`config.mk`:
```
export PLATFORM = sky130hd
export DESIGN_NAME = memory_port_arbiter
export DESIGN_NICKNAME = d
export VERILOG_FILES = /design/src/rtl/memory_port_arbiter.sv
export SDC_FILE = /design/constraint.sdc
export NUM_CORES = 1
export LEC_CHECK = 0
export CORE_AREA = 2 2 287 289
export DETAILED_ROUTE_END_ITERATION = 12
export DIE_AREA = 0 0 289 291
export PLACE_DENSITY = 0.56
export REMOVE_ABC_BUFFERS = 1
export SYNTH_ARGS = -nofsm -noshare
export SYNTH_HDL_FRONTEND = slang
export SYNTH_SLANG_ARGS = --single-unit
```
`constraint.sdc`:
```
create_clock -name CLK -period 5.4 [get_ports CLK]
set_input_delay 0.81 -clock CLK [delete_from_list [all_inputs] [get_ports CLK]]
set_output_delay 0.81 -clock CLK [all_outputs]
set_load 0.05 [all_outputs]
```
`src/rtl/memory_port_arbiter.sv`:
```
// Main-memory port arbiter shared by the instruction and data caches.
// Runs one block transaction at a time. Under contention the requester that
// was not served last wins, so neither cache can starve. Every transaction
// ends with a one-cycle RELEASE, in which both strobes are low. That cycle
// lets memory clear its busywait before the next transaction starts.
//
// Ports:
//   CLK, RESET         clock; synchronous active-high reset
//   i_mem_*            instruction cache side (read-only refills)
//   d_mem_*            data cache side (refills and write-backs)
//   mem_*              main memory block port
//   x_mem_busywait     combinational stall; low for exactly one cycle
//                      (RELEASE) when x's transaction has completed
module memory_port_arbiter #(
  parameter int unsigned ADDR_WIDTH = 28,
  parameter int unsigned DATA_WIDTH = 128
) (
  input  logic                  CLK,
  input  logic                  RESET,
  input  logic                  i_mem_read,
  input  logic [ADDR_WIDTH-1:0] i_mem_address,
  output logic [DATA_WIDTH-1:0] i_mem_readdata,
  output logic                  i_mem_busywait,
  input  logic                  d_mem_read,
  input  logic                  d_mem_write,
  input  logic [ADDR_WIDTH-1:0] d_mem_address,
  input  logic [DATA_WIDTH-1:0] d_mem_writedata,
  output logic [DATA_WIDTH-1:0] d_mem_readdata,
  output logic                  d_mem_busywait,
  output logic                  mem_read,
  output logic                  mem_write,
  output logic [ADDR_WIDTH-1:0] mem_address,
  output logic [DATA_WIDTH-1:0] mem_writedata,
  input  logic [DATA_WIDTH-1:0] mem_readdata,
  input  logic                  mem_busywait
);

  typedef enum logic [1:0] {
    IDLE    = 2'd0,
    GRANT_I = 2'd1,
    GRANT_D = 2'd2,
    RELEASE = 2'd3
  } state_e;

  typedef enum logic {
    OWNER_I = 1'b0,
    OWNER_D = 1'b1
  } owner_e;

  state_e                 state_q;
  owner_e                 last_grant_q;
  logic                   first_q;
  logic                   op_write_q;
  logic                   mem_read_q;
  logic                   mem_write_q;
  logic [ADDR_WIDTH-1:0]  mem_address_q;
  logic [DATA_WIDTH-1:0]  mem_writedata_q;
  logic [DATA_WIDTH-1:0]  i_rdata_q;
  logic [DATA_WIDTH-1:0]  d_rdata_q;

  logic i_req;
  logic d_req;
  logic pick_d;
  logic done;

  assign i_req = i_mem_read;
  assign d_req = d_mem_read | d_mem_write;

  // D wins when alone, or when both request and I was served last.
  assign pick_d = d_req & (~i_req | (last_grant_q == OWNER_I));

  // Memory busywait may lag the strobe by a cycle, so the entry cycle never completes.
  assign done = ~first_q & ~mem_busywait;

  // The busywait of the requester just served drops only during RELEASE.
  assign i_mem_busywait = i_req & ~((state_q == RELEASE) & (last_grant_q == OWNER_I));
  assign d_mem_busywait = d_req & ~((state_q == RELEASE) & (last_grant_q == OWNER_D));

  assign mem_read       = mem_read_q;
  assign mem_write      = mem_write_q;
  assign mem_address    = mem_address_q;
  assign mem_writedata  = mem_writedata_q;
  assign i_mem_readdata = i_rdata_q;
  assign d_mem_readdata = d_rdata_q;

  // Arbitration FSM; the memory side is driven only from latched copies of the request.
  always_ff @(posedge CLK) begin
    if (RESET) begin
      state_q         <= IDLE;
      last_grant_q    <= OWNER_I;
      first_q         <= 1'b0;
      op_write_q      <= 1'b0;
      mem_read_q      <= 1'b0;
      mem_write_q     <= 1'b0;
      mem_address_q   <= '0;
      mem_writedata_q <= '0;
      i_rdata_q       <= '0;
      d_rdata_q       <= '0;
    end else begin
      case (state_q)
        IDLE: begin
          if (pick_d) begin
            // Write takes precedence when read and write are both raised.
            state_q         <= GRANT_D;
            first_q         <= 1'b1;
            op_write_q      <= d_mem_write;
            mem_read_q      <= ~d_mem_write;
            mem_write_q     <= d_mem_write;
            mem_address_q   <= d_mem_address;
            mem_writedata_q <= d_mem_writedata;
          end else if (i_req) begin
            state_q       <= GRANT_I;
            first_q       <= 1'b1;
            op_write_q    <= 1'b0;
            mem_read_q    <= 1'b1;
            mem_write_q   <= 1'b0;
            mem_address_q <= i_mem_address;
          end
        end
        GRANT_I, GRANT_D: begin
          first_q <= 1'b0;
          if (done) begin
            mem_read_q  <= 1'b0;
            mem_write_q <= 1'b0;
            state_q     <= RELEASE;
            if (state_q == GRANT_I) begin
              last_grant_q <= OWNER_I;
              i_rdata_q    <= mem_readdata;
            end else begin
              last_grant_q <= OWNER_D;
              if (!op_write_q) begin
                d_rdata_q <= mem_readdata;
              end
            end
          end
        end
        RELEASE: begin
          state_q <= IDLE;
        end
        default: begin
          state_q <= IDLE;
        end
      endcase
    end
  end

endmodule

```
# Word-level counts from Yosys, hierarchy flattened
# Index checks and enable logic that the tools add are counted.
dict set report word_totals {
  register_bits 419
  latch_bits 0
  mem_bits_rw 0
  mem_bits_ro 0
  in_bits 318
  word_cells 60
  mem_count 0
}
dict set report classes {
  addsub 0
  n_mul 0
  div 0
  order_cmp 0
  n_eq_ne 5
  shift 0
  mux 16
  bitwise_logic 17
  n_reduce_logical 12
}
# op count
set op_table {}
lappend op_table {{28-bit two-way mux} 2}
lappend op_table {{2-bit AND reduction} 5}
lappend op_table {{1-bit inverter} 9}
lappend op_table {{1-bit two-way mux} 7}
lappend op_table {{1-bit bitwise AND} 6}
lappend op_table {{2-bit two-way mux} 3}
lappend op_table {{1-bit one-hot mux with 2 select lines} 3}
lappend op_table {{2-bit one-hot mux with 3 select lines} 1}
lappend op_table {{3-bit AND reduction} 2}
lappend op_table {{2-bit == test, second input constant} 2}
lappend op_table {{4-bit AND reduction} 1}
lappend op_table {{2-bit nonzero test} 2}
lappend op_table {{3-bit != test, second input constant} 1}
lappend op_table {{2-bit by 1-bit == test with 1-bit output, second input constant} 1}
lappend op_table {{2-bit zero test} 1}
lappend op_table {{2-bit != test, second input constant} 1}
lappend op_table {{1-bit OR} 2}
lappend op_table {{2-bit OR reduction} 1}

# Logic depth before layout (Yosys ltp)
# Gate-level depths: netlist of the first run.
dict set report depth {
  word_depth 5
  ltp_mapped 8
}

# Least setup slack after synthesis of the first run
# Ideal clock, no wire load.
dict set report synth_path {
  kind {input to output}
  start {in i_mem_read}
  end {out i_mem_busywait}
  arrival_ns 1.949
  slack_ns 2.641
  cell_stages 1
  path_buffers 0
  path_cell_list {a21boi_0}
}
dict set report synth_via {
  elab_chain_cells 1
}
# element line
set synth_lines {}
lappend synth_lines {{start: declaration} 20} ;# input logic i_mem_read,
lappend synth_lines {{1-bit bitwise AND} 76} ;# assign i_mem_busywait = i_req & ~((state_q == RELEASE) & (last_grant_q == OWNER_I));
lappend synth_lines {{end: declaration} 23} ;# output logic i_mem_busywait,
# No other way between the ends.

# Worst setup path after layout of the first run
# Same ends and word-level chain as after synthesis.

==> key figures, run 1 <==
Clock network
  • Count of buffers added by post-CTS timing repair for setup: 0
  • Number of hold-repair buffers added at the cts stage: 0
  • Clock transition at the registers of the reported paths: 50 ps
  • TritonCTS clock tree: done
  • Clock H-tree levels: 2
  • Clock insertion delay at the later pin of the skew report: 580 ps
  • Sinks on Clock Net: 419
  • Number of buffers inserted during clock tree synthesis: 50
  • Maximum buffer depth of the clock tree: 3
  • Post-cts repair resize count: 0
  • Root Buffer Master: sky130_fd_sc_hd__clkbuf_16

Power and ir drop
  • Cell leakage power: 0.00839 uW
  • Maximum VDD drop: 0.000331 V
  • Power per standard cell area: ~520 mW/mm^2

Logic synthesis
  • Yosys top cell area share: 53.8%
  • Share of the yosys chip area belonging to registers: 53.8%
  • Average instance area after synthesis: between 8 and 9 sq um
  • Cell taking the most area after synthesis: sky130_fd_sc_hd__dfxtp_1
  • Leading cell types by total area after synthesis: sky130_fd_sc_hd__dfxtp_1 (54%), sky130_fd_sc_hd__a21oi_1 (12%), sky130_fd_sc_hd__nand3_1 (8.2%)
  • Mapped Area: 0.0156 sq mm
  • Yosys reg bits: roughly 420
  • Unique cell type count in the Yosys netlist: 37
  • Post-Syn Instances: 1929
  • Count of warnings emitted by yosys: 0

GRT
  • Initial antenna violation count: 14
  • Number of global-route vias before repair: 15800
  • Overall global routing resource usage: 16.1%
  • Final global-route overflow total: 0
  • Wire length of the first global-routing pass: ~100000 um
  • Largest net degree at the start of global routing: between 100 and 150

Critical path
  • Cell with the largest stage delay on the worst path: sky130_fd_sc_hd__clkdlybuf4s50_1
  • R2R Setup Slk: 2620 ps
  • Data arrival time of the critical path: 2580 ps
  • Launch instance of the worst register-to-register path: state_q[0]$_SDFFE_PP0P_
  • Cells along the critical path: clkdlybuf4s50_1, a21boi_0, clkdlybuf4s50_1
  • Critical path endpoint category: output pin
  • Top fanout value on the critical path: 7
  • End of the worst register-to-register path: d_mem_readdata[62]$_SDFFE_PP0P_
  • Max incr delay on CP: 830 ps
  • Top cell by count, worst path: sky130_fd_sc_hd__clkdlybuf4s50_1
  • Length in cells of the worst reg-to-reg path: 6
  • Crit path required time: 4590 ps
  • Sort of element at the start of the critical path: input pin
  • Class of the most critical setup path: input pin to output pin

Finish
  • Total of fill cells in the finished design: 8726
  • Layout Nets: 2855
  • Final Cell Area: 0.0253 sq mm
  • Layout overhead on the synthesized area: 62.3%
  • Fraction of final layout cells sized beyond drive strength 1: 3.86%
  • Final cell count without fillers: about 3600
  • Core utilization of the finished layout: about 31%

Die
  • Starting density of the core: 19.2%
  • Die width: 289 um
  • Top-Level Pins: 734
  • Count of standard-cell rows: 105
  • Die Area: 0.0841 sq mm
  • Die height: 291 um
  • Total core area: 0.0812 sq mm

STA
  • Final setup fails: 0
  • Tightest slew margin relative to the limit: roughly a quarter
  • Max-slew violations: 0
  • Final period util: 62.8%
  • Final TNS setup: 0 ps
  • Total count of hold-check failures in the final report: 0
  • Post-route minimum period: 3390 ps
  • Clock skew after layout: between 20 and 30 ps
  • Hold WS: 452 ps
  • Upper clock frequency limit: about 300 MHz
  • Worst-Margin Slew: 1100 ps
  • Setup repair after global routing missed its margin: false

Route
  • Count of routing violations after the opening detailed-route iteration: 972
  • Post-DR wirelength/cell: 19.6 um
  • Antenna Nets Post-Route: 0
  • Iteration count of the initial detailed-routing pass: 5
  • DRT Wirelength: a little over 70000 um
  • Vias per inst: 4.50
  • Vias after detailed routing: 16400
  • Residual DRC count: 0

Min path
  • Hold-critical path depth: 2
  • Endpoint, Worst Hold: i_mem_readdata[51]$_SDFFE_PP0P_
  • Hold/Removal Path Class: flip-flop to flip-flop
  • Critical hold path startpoint: i_mem_readdata[51]$_SDFFE_PP0P_

Flow run
  • Max cap viols: 0

Place
  • Post-placement cell area: 0.0238 sq mm
  • HPWL after detailed placement: 48500 um
  • Global placer's final weighted congestion: 0.791
  • Cell Count Post-Placement: 3551
  • Number of buffers added on ports: 733

Status
  • Status: completed
## layout by cell type (no fill, tap or decap), drive strengths merged
cell / instances
nor3: 1
a2111o: 1
mux2i: 3
clkinv: 5
and4bb: 1
nand4bb: 1
o21a: 2
nor2: 36
nor3b: 1
a21oi: 387
ha: 4
or2: 1
o21ai: 257
nor4b: 1
a21boi: 2
a211oi: 2
clkbuf: 80
a2bb2oi: 1
nor2b: 1
inv: 4
o31ai: 1
o32ai: 1
bufinv: 1
a311oi: 28
nand3: 256
o2bb2ai: 1
dfxtp: 419
nand2b: 1
clkdlybuf4s50: 732
o31a: 1
or3b: 1
diode: 4
nand2: 312
buf: 21
or4: 1
## metrics by stage
| step | setup slack, ps | total power (uW) |
|---|---|---|
| 2_1_floorplan | -2800 | 7550 |
| 4_1_cts | 2020 | 13300 |
| 3_5_place_dp | 2040 | 10000 |
| 3_3_place_gp | 2050 | 10000 |
| 6_report | 2010 | 13100 |
| 5_1_grt | 1930 | 13800 |
## registers in the layout, indices dropped and copies added (netlist names), 2 cells and up
signal / cells
mem_writedata: 128
d_mem_readdata: 128
i_mem_readdata: 128
state_q: 2
mem_address: 28
## synth_stat cells
master and number:
sky130_fd_sc_hd__a2111o_1 1, sky130_fd_sc_hd__a211oi_1 1, sky130_fd_sc_hd__a211oi_2 1, sky130_fd_sc_hd__a21boi_0 2, sky130_fd_sc_hd__a21oi_1 387, sky130_fd_sc_hd__a2bb2oi_2 1
sky130_fd_sc_hd__a311oi_1 28, sky130_fd_sc_hd__and4bb_2 1, sky130_fd_sc_hd__buf_1 6, sky130_fd_sc_hd__buf_2 56, sky130_fd_sc_hd__buf_4 1, sky130_fd_sc_hd__buf_6 3
sky130_fd_sc_hd__clkbuf_1 135, sky130_fd_sc_hd__dfxtp_1 419, sky130_fd_sc_hd__ha_1 4, sky130_fd_sc_hd__inv_1 3, sky130_fd_sc_hd__inv_2 1, sky130_fd_sc_hd__mux2i_1 3
sky130_fd_sc_hd__nand2_1 312, sky130_fd_sc_hd__nand2b_1 1, sky130_fd_sc_hd__nand3_1 256, sky130_fd_sc_hd__nand4bb_1 1, sky130_fd_sc_hd__nor2_1 36, sky130_fd_sc_hd__nor2b_1 1
sky130_fd_sc_hd__nor3_1 1, sky130_fd_sc_hd__nor3b_1 1, sky130_fd_sc_hd__nor4b_2 1, sky130_fd_sc_hd__o21a_1 2, sky130_fd_sc_hd__o21ai_0 249, sky130_fd_sc_hd__o21ai_1 8
sky130_fd_sc_hd__o2bb2ai_1 1, sky130_fd_sc_hd__o31a_1 1, sky130_fd_sc_hd__o31ai_1 1, sky130_fd_sc_hd__o32ai_1 1, sky130_fd_sc_hd__or2_2 1, sky130_fd_sc_hd__or3b_4 1
sky130_fd_sc_hd__or4_1 1
## power breakdown
group / internal [uW] / switching [uW]
clock network: 1870 / 1340
registers: 3690 / 292
logic: 1740 / 4170
total: 7310 / 5800
## layer usage
| metal | track usage (%) | up-vias | share of wire, % | wire [um] |
|---|---|---|---|---|
| met2 | 28.3 | 561 | 50 | 35500 |
| met5 | 0 | - | 0.081 | 58 |
| li1 | - | 7902 | - | - |
| met3 | 5.53 | 91 | 8.8 | 6290 |
| met4 | 4.65 | 10 | 2.7 | 1950 |
| met1 | 18.2 | 7825 | 39 | 27700 |
## worst max-delay path, delay by kind of cell
family / cells / cell delay (ps)
compound gates: 1 / 240
buf+inv: 2 / 1520
## layout make-up
class	count	area [sq um]	area share, %
Sequential cell	419	8390	33.2
Timing Repair Buffer	753	7600	30.1
Multi-Input combinational cell	1305	6410	25.4
Clock buffer	80	1450	5.75
Tap cell	1070	1340	5.29
Clock inverter	6	66.3	0.262
Inverter	4	17.5	0.0693
Antenna cell	4	10.0	0.0396
## cells by family (layout without fill, tap and decap cells)
logic type / count (synthesis) / count (layout) / synth area share [%]
AOI/OAI and AO/OA: 684 / 684 / 23.0
and+or+nand+nor: 614 / 614 / 17.2
DFF: 419 / 419 / 53.8
buffers and inverters: 205 / 843 / 5.55
adders and majority gates: 4 / 4 / 0.321
muxes: 3 / 3 / 0.193
other: 0 / 4 / 0
## worst max-delay path by stage
stage	slack [ps]	endpoint	from
3_3_place_gp	2050	i_mem_busywait	i_mem_read
3_5_place_dp	2040	i_mem_busywait	i_mem_read
5_1_grt	1930	i_mem_busywait	i_mem_read
4_1_cts	2020	i_mem_busywait	i_mem_read
2_1_floorplan	-2800	d_mem_readdata[0]$_SDFFE_PP0P_	state_q[0]$_SDFFE_PP0P_
6_report	2010	i_mem_busywait	i_mem_read
No activity file was read; power rests on OpenSTA's default activity.
==> inputs of run 2 (changes only) <==
--- a/config.mk
+++ b/config.mk
@@ -8,7 +8,7 @@
 export CORE_AREA = 2 2 287 289
 export DETAILED_ROUTE_END_ITERATION = 12
 export DIE_AREA = 0 0 289 291
-export PLACE_DENSITY = 0.56
+export PLACE_DENSITY = 0.57
 export REMOVE_ABC_BUFFERS = 1
 export SYNTH_ARGS = -nofsm -noshare
 export SYNTH_HDL_FRONTEND = slang
==> constraint.sdc (replaced) <==
create_clock -name CLK -period 2.8 [get_ports CLK]
set_input_delay 0.42 -clock CLK [delete_from_list [all_inputs] [get_ports CLK]]
set_output_delay 0.42 -clock CLK [all_outputs]
set_load 0.05 [all_outputs]
==> run 2 against run 1 <==
Clock skew decreased by 16 ps. Largest cell class unchanged. Setup slack got worse by 1500 ps. Largest power group unchanged. Cell count increased by 0.82%. Flip-flop and latch count unchanged. Total power increased by 97%. Clock power increased by 99%. Critical endpoint is now mem_writedata[73]. Sequential power increased by 93%.
==> key figures, run 2 (same netlist as run 1, synthesis figures left out) <==
Status
  • Status: completed

Critical path
  • Buf+Inv Stages, Crit Path: 1 (-1)
  • Max incr delay on CP: 950 ps (+120 ps)
  • Cells along the critical path: clkdlybuf4s50_1
  • Cell with the largest stage delay on the worst path: sky130_fd_sc_hd__clkdlybuf4s50_1
  • Data arrival time of the critical path: 1890 ps (-690 ps)
  • Crit path required time: 2380 ps (-2210 ps)
  • Launch instance of the worst register-to-register path: state_q[0]$_SDFFE_PP0P_
  • Category of cells accounting for the largest share of critical-path delay: buffers and inverters
  • R2R Setup Slk: 650 ps (-1970 ps)
  • Critical path endpoint category: output pin
  • Path length in cells of the critical path: 1 (-2)
  • Sort of element at the start of the critical path: flip-flop
  • Worst setup path startpoint: mem_writedata[73]$_SDFFE_PP0P_
  • Top fanout value on the critical path: 2 (-5)
  • Length in cells of the worst reg-to-reg path: 6 (unchanged)
  • Class of the most critical setup path: flip-flop to output pin
  • End point of the critical path: mem_writedata[73]
  • End of the worst register-to-register path: d_mem_readdata[6]$_SDFFE_PP0P_

Die
  • Die width: 289 um (unchanged)
  • Top-Level Pins: 734 (unchanged)
  • Count of standard-cell rows: 105 (unchanged)
  • Die Area: 0.0841 sq mm (unchanged)
  • Die height: 291 um (unchanged)
  • Total core area: 0.0812 sq mm (unchanged)
  • Starting density of the core: 19.2% (unchanged)

Route
  • Antenna Nets Post-Route: 0 (unchanged)
  • Post-DR wirelength/cell: 19.4 um (-0.95%)
  • DRT Wirelength: 71300 um (-0.14%)
  • Iteration count of the initial detailed-routing pass: 5 (unchanged)
  • Count of routing violations after the opening detailed-route iteration: 844 (-13%)
  • Vias after detailed routing: 16600 (+0.99%)
  • Vias per inst: 4.51 (+0.17%)
  • Residual DRC count: 0 (unchanged)

Clock network
  • Sinks on Clock Net: 419 (unchanged)
  • Number of hold-repair buffers added at the cts stage: 0 (unchanged)
  • Post-cts repair resize count: 0 (unchanged)
  • TritonCTS clock tree: done
  • Clock H-tree levels: 2 (unchanged)
  • Maximum buffer depth of the clock tree: 3 (unchanged)
  • Clock transition at the registers of the reported paths: 60 ps (about the same)
  • Clock insertion delay at the later pin of the skew report: 580 ps (about the same)
  • Count of buffers added by post-CTS timing repair for setup: 0 (unchanged)
  • Number of buffers inserted during clock tree synthesis: 50 (unchanged)
  • Root Buffer Master: sky130_fd_sc_hd__clkbuf_16

STA
  • Upper clock frequency limit: 433 MHz
  • Clock skew after layout: 12.0 ps (-15.5 ps)
  • Setup repair after global routing missed its margin: false
  • Least setup slack across all paths after layout: 492 ps (-1520 ps)
  • Post-route minimum period: 2310 ps
  • Tightest slew margin relative to the limit: 41.4% (+15 points)
  • Worst-Margin Slew: 877 ps (-223 ps)
  • Final period util: 82.4%
  • Final setup fails: 0 (unchanged)
  • Total count of hold-check failures in the final report: 0 (unchanged)
  • Final TNS setup: 0 ps (unchanged)
  • Hold WS: 322 ps (-130 ps)
  • Max-slew violations: 0 (unchanged)

Finish
  • Total of fill cells in the finished design: 8619 (-1.2%)
  • Most common cell after layout, fill and taps aside: sky130_fd_sc_hd__clkdlybuf4s50_1
  • Layout Nets: 2886 (+1.1%)
  • Final Cell Area: 0.0258 sq mm (+1.9%)
  • Commonest cells after routing, fill and taps aside: sky130_fd_sc_hd__clkdlybuf4s50_1 (729), sky130_fd_sc_hd__dfxtp_1 (419), sky130_fd_sc_hd__a21oi_1 (387), sky130_fd_sc_hd__nand2_1 (312), sky130_fd_sc_hd__nand3_1 (256)
  • Core utilization of the finished layout: 31.7% (+0.58 points)
  • Layout overhead on the synthesized area: 65.3%
  • Fraction of final layout cells sized beyond drive strength 1: 5.73% (+1.9 points)

Power and ir drop
  • Cell leakage power: 0.00866 uW (+3.2%)
  • Power per standard cell area: 1000 mW/mm^2 (+93%)
  • Clock power share: 24.8% (+0.3 points)
  • Fraction of power spent switching nets: 43.9% (-0.33 points)
  • Switching pwr: 11300 uW (+95%)
  • Maximum VDD drop: 0.000556 V (+68%)
  • Combinational cell fraction of total power: 45.3% (+0.2 points)
  • Pint: 14400 uW (+98%)
  • Register share of total power: 30.0% (-0.4 points)

Place
  • HPWL after detailed placement: 49800 um (+2.6%)
  • Number of buffers added on ports: 733 (unchanged)
  • Post-placement cell area: 0.0242 sq mm (+1.7%)
  • Global placer's final weighted congestion: 0.835 (+5.6%)
  • Setup slack at placement: 170 ps (-1870 ps)

Flow run
  • Max cap viols: 0 (unchanged)

Min path
  • Hold/Removal Path Class: input pin to flip-flop

GRT
  • Largest net degree at the start of global routing: 130 (+0.78%)
  • Number of global-route vias before repair: 16000 (+1.2%)
  • Final global-route overflow total: 0 (unchanged)
  • Overall global routing resource usage: 16.0% (-0.024 points)
  • Initial antenna violation count: 16 (+2)
  • Wire length of the first global-routing pass: 104000 um (+0.11%)
==> run 2: worst min-delay path by stage <==
stage / startpoint / end / slack, ps / depth (start not counted)
floorplan: op_write_q$_SDFFE_PP0P_ / op_write_q$_SDFFE_PP0P_ / 480 / 2
global placement: i_mem_readdata[91]$_SDFFE_PP0P_ / i_mem_readdata[91]$_SDFFE_PP0P_ / 440 / 2
detailed placement: i_mem_readdata[54]$_SDFFE_PP0P_ / i_mem_readdata[54]$_SDFFE_PP0P_ / 450 / 2
CTS: RESET / mem_writedata[110]$_SDFFE_PP0P_ / 300 / 2
global route: RESET / mem_writedata[110]$_SDFFE_PP0P_ / 330 / 2
finish: RESET / mem_writedata[61]$_SDFFE_PP0P_ / 320 / 2
==> run 2: final cells by class <==
type,instances,area (sq um),area share (%)
Antenna cell,1,2.50,0.00971
Clock buffer,67,1430,5.54
Clock inverter,21,171,0.665
Inverter,4,17.5,0.0680
Multi-Input combinational cell,1305,6410,24.9
Sequential cell,419,8390,32.6
Tap cell,1070,1340,5.20
Timing Repair Buffer,784,8010,31.1
==> run 2: worst register-to-register path, stage by stage, from the launching register on <==
cell and delay (ps):
sky130_fd_sc_hd__dfxtp_1 370, sky130_fd_sc_hd__inv_1 100, sky130_fd_sc_hd__ha_4 350, sky130_fd_sc_hd__or3b_4 420
sky130_fd_sc_hd__buf_4 300, sky130_fd_sc_hd__o21ai_0 390, sky130_fd_sc_hd__a21oi_1 90
==> run 2: layer usage <==
layer,track usage (%),part of all wire [%],vias to the layer above
li1,-,-,7970
met1,18.6,38,7775
met2,28.0,49,677
met3,5.11,9.2,118
met4,4.78,2.9,12
met5,0,0.11,-
==> run 2: through the flow <==
step,cells,power (uW)
after floorplan,1728,13700
after global placement,3582,19600
after detailed placement,3582,19600
after CTS,3670,26100
after global routing,3670,27000
final,3671,25800
==> run 2: power groups by stage <==
stage               combinational [uW]  clock [uW]  sequential (uW)
finish                           11700        6380             7720
global route                     12300        6830             7860
CTS                              11800        6610             7720
detailed placement               11800           0             7840
global placement                 11800           0             7810
floorplan                         2720           0            10900
==> inputs of run 3 (changes only) <==
==> constraint.sdc (replaced) <==
create_clock -name CLK -period 2 [get_ports CLK]
set_input_delay 0.3 -clock CLK [delete_from_list [all_inputs] [get_ports CLK]]
set_output_delay 0.3 -clock CLK [all_outputs]
set_load 0.05 [all_outputs]
==> run 3 against run 2 <==
Combinational power increased by 36%. Critical endpoint is now d_mem_readdata[51]$_SDFFE_PP0P_. Final area increased by 0.23%. Flip-flop and latch count unchanged. Non-clock buffer count increased by 50. Setup slack got worse by 420 ps. Clock-buffer cell count increased by 8. Clock power increased by 49%. Die area unchanged. Worst hold slack got worse by 54 ps. Largest power group unchanged. First-iteration DRC count increased by 16%. Clock skew decreased by 1.6 ps.
==> key figures, run 3 (same netlist as run 1, synthesis figures left out) <==
Critical path
  • Sort of element at the start of the critical path: flip-flop
  • Buf+Inv Stages, Crit Path: 2 (+1)
  • Crit path required time: 2460 ps (+80 ps)
  • Launch instance of the worst register-to-register path: state_q[1]$_SDFFE_PP0P_
  • Max incr delay on CP: 420 ps (-530 ps)
  • Category of cells accounting for the largest share of critical-path delay: simple AND/OR/NAND/NOR gates
  • Critical path endpoint category: flip-flop
  • Data arrival time of the critical path: 2390 ps (+500 ps)
  • Class of the most critical setup path: flip-flop to flip-flop
  • Cells along the critical path: inv_1, ha_4, or3b_4, buf_12, o21ai_0, a21oi_1
  • End of the worst register-to-register path: d_mem_readdata[51]$_SDFFE_PP0P_
  • R2R Setup Slk: 80 ps (-570 ps)
  • Length in cells of the worst reg-to-reg path: 6 (unchanged)
  • Top fanout value on the critical path: 74 (+72)
  • Cell with the largest stage delay on the worst path: sky130_fd_sc_hd__or3b_4

STA
  • Tightest slew margin relative to the limit: 61.2% (+20 points)
  • Worst-Margin Slew: 585 ps (-292 ps)
  • Clock skew after layout: 10.4 ps (-1.59 ps)
  • Setup repair after global routing missed its margin: true
  • Max-slew violations: 0 (unchanged)
  • Final period util: 96.1%
  • Final setup fails: 0 (unchanged)
  • Post-route minimum period: 1920 ps
  • Total count of hold-check failures in the final report: 0 (unchanged)
  • Upper clock frequency limit: 520 MHz

GRT
  • Number of global-route vias before repair: 16200 (+1.1%)
  • Overall global routing resource usage: 15.9% (-0.12 points)
  • Initial antenna violation count: 19 (+3)
  • Final global-route overflow total: 0 (unchanged)
  • Wire length of the first global-routing pass: 103000 um (-1.3%)
  • Largest net degree at the start of global routing: 103 (-21%)

Die
  • Die Area: 0.0841 sq mm (unchanged)
  • Die width: 289 um (unchanged)
  • Total core area: 0.0812 sq mm (unchanged)
  • Count of standard-cell rows: 105 (unchanged)
  • Starting density of the core: 19.2% (unchanged)
  • Die height: 291 um (unchanged)
  • Top-Level Pins: 734 (unchanged)

Clock network
  • Count of buffers added by post-CTS timing repair for setup: 0 (unchanged)
  • Root Buffer Master: sky130_fd_sc_hd__clkbuf_16
  • Maximum buffer depth of the clock tree: 3 (unchanged)
  • Clock H-tree levels: 2 (unchanged)
  • TritonCTS clock tree: done
  • Number of buffers inserted during clock tree synthesis: 50 (unchanged)
  • Clock insertion delay at the later pin of the skew report: 580 ps (about the same)
  • Sinks on Clock Net: 419 (unchanged)
  • Clock transition at the registers of the reported paths: 60 ps (about the same)

Finish
  • Layout Nets: 2936 (+1.7%)
  • Final cell count without fillers: 3722 (+1.4%)
  • Area taken by multi-input logic gates: 0.00642 sq mm (+0.12%)
  • Storage element area: 0.00839 sq mm (about the same)
  • Final Cell Area: 0.0258 sq mm (+0.23%)
  • Total of fill cells in the finished design: 8707 (+1.0%)
  • Fraction of final layout cells sized beyond drive strength 1: 9.63% (+3.9 points)
  • Commonest cells after routing, fill and taps aside: sky130_fd_sc_hd__dfxtp_1 (418), sky130_fd_sc_hd__a21oi_1 (386), sky130_fd_sc_hd__dlygate4sd2_1 (352), sky130_fd_sc_hd__clkdlybuf4s50_1 (316), sky130_fd_sc_hd__nand2_1 (312)
  • Most common cell after layout, fill and taps aside: sky130_fd_sc_hd__dfxtp_1
  • Layout overhead on the synthesized area: 65.6%

Min path
  • Endpoint, Worst Hold: mem_writedata[19]$_SDFFE_PP0P_
  • Hold-critical path depth: 3 (+1)
  • Hold/Removal Path Class: input pin to flip-flop
  • Critical hold path startpoint: d_mem_writedata[19]

Place
  • HPWL after detailed placement: 51700 um (+3.7%)
  • Post-placement cell area: 0.0245 sq mm (+1.4%)
  • Cell Count Post-Placement: 3630 (+1.3%)
  • Global placer's final weighted congestion: 0.835 (about the same)
  • Number of buffers added on ports: 733 (unchanged)

Route
  • Residual DRC count: 0 (unchanged)
  • Antenna Nets Post-Route: 0 (unchanged)
  • Vias per inst: 4.50 (-0.12%)
  • Iteration count of the initial detailed-routing pass: 5 (unchanged)
  • DRT Wirelength: 71100 um (-0.35%)
  • Count of routing violations after the opening detailed-route iteration: 979 (+16%)
  • Post-DR wirelength/cell: 19.1 um (-1.7%)
  • Vias after detailed routing: 16800 (+1.3%)

Power and ir drop
  • Maximum VDD drop: 0.000797 V (+43%)
  • Power per standard cell area: 1400 mW/mm^2 (+40%)
  • Clock power share: 26.3% (+1.5 points)
  • Register share of total power: 29.8% (-0.2 points)
  • Fraction of power spent switching nets: 43.8% (-0.077 points)
  • Cell leakage power: 0.0106 uW (+23%)
  • Combinational cell fraction of total power: 43.9% (-1.4 points)
  • PnR Total Power: 36100 uW (+40%)
  • Switching pwr: 15800 uW (+40%)
  • Pint: 20300 uW (+41%)

Flow run
  • Max cap viols: 0 (unchanged)

Status
  • Status: completed
run 3: cell types whose count changed in the layout (fill, tap and decap cells not counted), sizes merged:
cell,delta
clkinv,-11
clkdlybuf4s50,-413
dlygate4sd3,+1
bufinv,+4
diode,+2
clkbuf,+9
inv,-2
buf,+109
dlygate4sd2,+352
run 3: metrics by stage:
stage / TNS [ps] / utilization, % / hold WS [ps] / setup WS (ps)
after floorplan: -1575130 / - / 365 / -6200
after global placement: -547 / 30.2 / 441 / -66.3
after detailed placement: -2410 / 30.2 / 446 / -81.7
after CTS: 0 / 31.8 / 224 / 22.8
after global routing: -16.1 / 31.8 / 235 / -5.84
final: 0 / 31.8 / 268 / 77.2
run 3: routing by layer:
layer	track usage, %	up-vias	wire length [um]
met4	7.08	14	2990
met5	0	-	82
met3	5.98	152	7180
met1	17.3	7837	26500
li1	-	8084	-
met2	27.3	675	34300
run 3: area by class of cell:
class	count	share of cell area (%)
tap	1070	5.18
multi-input combinational	1305	24.9
clock inverter	12	0.848
antenna	3	0.0291
inverter	4	0.0678
clock buffer	75	5.72
timing repair buffer	834	30.8
sequential	419	32.5
run 3: worst max-delay path by stage:
stage	slack, ps	depth (start not counted)	endpoint	start
CTS	20	4	i_mem_busywait	state_q[0]$_SDFFE_PP0P_
finish	80	6	d_mem_readdata[51]$_SDFFE_PP0P_	state_q[1]$_SDFFE_PP0P_
detailed placement	-80	7	d_mem_readdata[72]$_SDFFE_PP0P_	mem_busywait
floorplan	-6200	5	d_mem_readdata[0]$_SDFFE_PP0P_	state_q[0]$_SDFFE_PP0P_
global route	-6	6	d_mem_readdata[114]$_SDFFE_PP0P_	state_q[1]$_SDFFE_PP0P_
global placement	-70	7	d_mem_readdata[55]$_SDFFE_PP0P_	mem_busywait
run 3: power groups by stage:
| stage | sequential, uW | clock [uW] | combinational, uW |
|---|---|---|---|
| 5_1_grt | 11000 | 10100 | 16800 |
| 3_5_place_dp | 11000 | 0 | 16800 |
| 6_report | 10800 | 9510 | 15900 |
| 3_3_place_gp | 11000 | 0 | 16800 |
| 2_1_floorplan | 14100 | 0 | 3300 |
| 4_1_cts | 10800 | 9790 | 16000 |
run 3: what timing repair did:
action | CTS | global route
pin swaps | 0 | 1
hold buffers | 1 | 0
cloned | 0 | 1
setup endpoints to repair | 354 | 16
hold endpoints to repair | 3 | 0
gates resized for setup | 355 | 13
run 3: worst register-to-register path, stage by stage (launching register included):
cell,delay [ps]
sky130_fd_sc_hd__dfxtp_1,340
sky130_fd_sc_hd__inv_1,110
sky130_fd_sc_hd__ha_4,320
sky130_fd_sc_hd__or3b_4,420
sky130_fd_sc_hd__buf_12,190
sky130_fd_sc_hd__o21ai_0,340
sky130_fd_sc_hd__a21oi_1,80
==> RTL edit: new RTL, config.mk and constraints of run 1 <==
Set the parameter `DATA_WIDTH` to 120 (it was 128).
--- a/src/rtl/memory_port_arbiter.sv
+++ b/src/rtl/memory_port_arbiter.sv
@@ -13,7 +13,7 @@
 //                      (RELEASE) when x's transaction has completed
 module memory_port_arbiter #(
   parameter int unsigned ADDR_WIDTH = 28,
-  parameter int unsigned DATA_WIDTH = 128
+  parameter int unsigned DATA_WIDTH = 120
 ) (
   input  logic                  CLK,
   input  logic                  RESET,
Ports: changed (5 resized); port bits go from 734 to 694. The function was not compared with the original's and may differ.
==> RTL edit against run 1 <==
- wire length fell by 7.1%
- total power down 4.0%
- setup slack got worse by 0.50 ns
- cell area fell by 4.7%
- hold slack about the same
- die area unchanged
- clock skew is 0.0041 ns lower
- sequential power is 5.8% lower
- combinational power shrank 5.1%
- critical endpoint unchanged
- final cell count shrank 3.7%
- sequential cell count down 24
- critical path depth did not move
- synthesized cell count shrank 5.7%
- area after synthesis shrank 5.6%
==> RTL edit: results (changes against run 1) <==
| Metric | Value |
|---|---|
| Status | `finished, final reports clean` |
| Hold EP | `i_mem_readdata[80]` |
| Post-synth top cells | `dfxtp_1 (395), a21oi_1 (363), nand2_1 (296)` |
| Area grow syn2layout | `63.6%` |
| TritonCTS buffer count | `47 (-6.0%)` |
| H-tree Lvls | `2 (unchanged)` |
| Layout Nets | `2,704 (-5.3%)` |
| Routed vias | `15,400 (-6.0%)` |
| Placer Congestion | `0.797 (+0.81%)` |
| Register area share after synthesis | `0.537 (-0.000990)` |
| First-pass GRT wire length | `97,500 um (-6.5%)` |
| P_leak | `8.00 nW (-4.6%)` |
| GR Layer Usage met3 | `0.0596 (+0.00431)` |
| Pint | `0.00704 W (-3.6%)` |
| Hold Path Origin | `i_mem_readdata[80]` |
| Cell variety after synth | `38 (+2.7%)` |
| Antenna violations before repair | `15 (+1)` |
| Routed length on met1 | `26,200 um (-5.3%)` |
| Crit-path max cell delay | `0.99 ns (+0.16 ns)` |
| Peak VDD IR | `0.278 mV (-16%)` |
| Fraction of layout cells with a size suffix above 1 | `0.0444 (+0.00582)` |
| Clock Skew | `0.0234 ns (-0.00408 ns)` |
| Routed WL | `66,400 um (-7.1%)` |
| Seq pwr share | `0.299 (-0.005)` |
| Met3 Wirelength | `6670 um (+6.2%)` |
| Total GRT Usage | `0.150 (-0.0111)` |
| Placed insts | `3,419 (-3.7%)` |
| Final WS setup | `1.51 ns (-0.499 ns)` |
| Worst reg2reg endpoint | `d_mem_readdata[109]` |
| Sequential power | `0.00376 W (-5.8%)` |
| Met1 Use GR | `0.173 (-0.00860)` |
| Worst-path clk slew | `0.06 ns` |
| Max_slew headroom | `0.303 (+0.0357)` |
| Met2 wire len | `31,700 um (-11%)` |
| Mean post-synth cell area | `8.09 um2 (+0.10%)` |
| Largest net degree at the start of global routing | `152 (+18%)` |
| Number of fill cells | `8,754 (+0.32%)` |
| Vias per inst | `4.39 (-2.4%)` |
| Post-DP Area | `22,600 um2 (-5.0%)` |
| DP HPWL | `44,400 um (-8.5%)` |
| Number of I/O port buffers | `693 (-5.5%)` |
| Initial drt markers | `740 (-24%)` |
| Reg2Reg Setup Slack | `2.77 ns (+0.15 ns)` |
| Comb pwr | `0.00561 W (-5.1%)` |
| Pre-CTS setup slack | `1.43 ns (-0.613 ns)` |
| GRT met2 Usage | `0.254 (-0.0284)` |
==> RTL edit: area by class of cell <==
| type | instances | area share |
|---|---|---|
| clock buffers | 69 | 0.0556 |
| flip-flops and latches | 395 | 0.328 |
| repair buffers | 717 | 0.300 |
| clock inverters | 15 | 0.00763 |
| diodes | 2 | 0.000208 |
| well taps | 1070 | 0.0556 |
| inverters | 4 | 0.000727 |
| multi-input cells | 1233 | 0.252 |
==> RTL edit: logic make-up after synthesis <==
kind of cell | after synthesis | synth area share
adder cells (fa/ha/maj) | 4 | 0.00340
flip-flops | 395 | 0.537
AO/OA/AOI/OAI | 644 | 0.230
buffers and inverters | 192 | 0.0552
AND/OR/NAND/NOR | 582 | 0.172
multiplexers | 3 | 0.00204
==> RTL edit: tightest hold or removal path, stage by stage (launching register included) <==
cell and delay [ns]:
dfxtp_1 0.31, nand2_1 0.05, a21oi_1 0.05
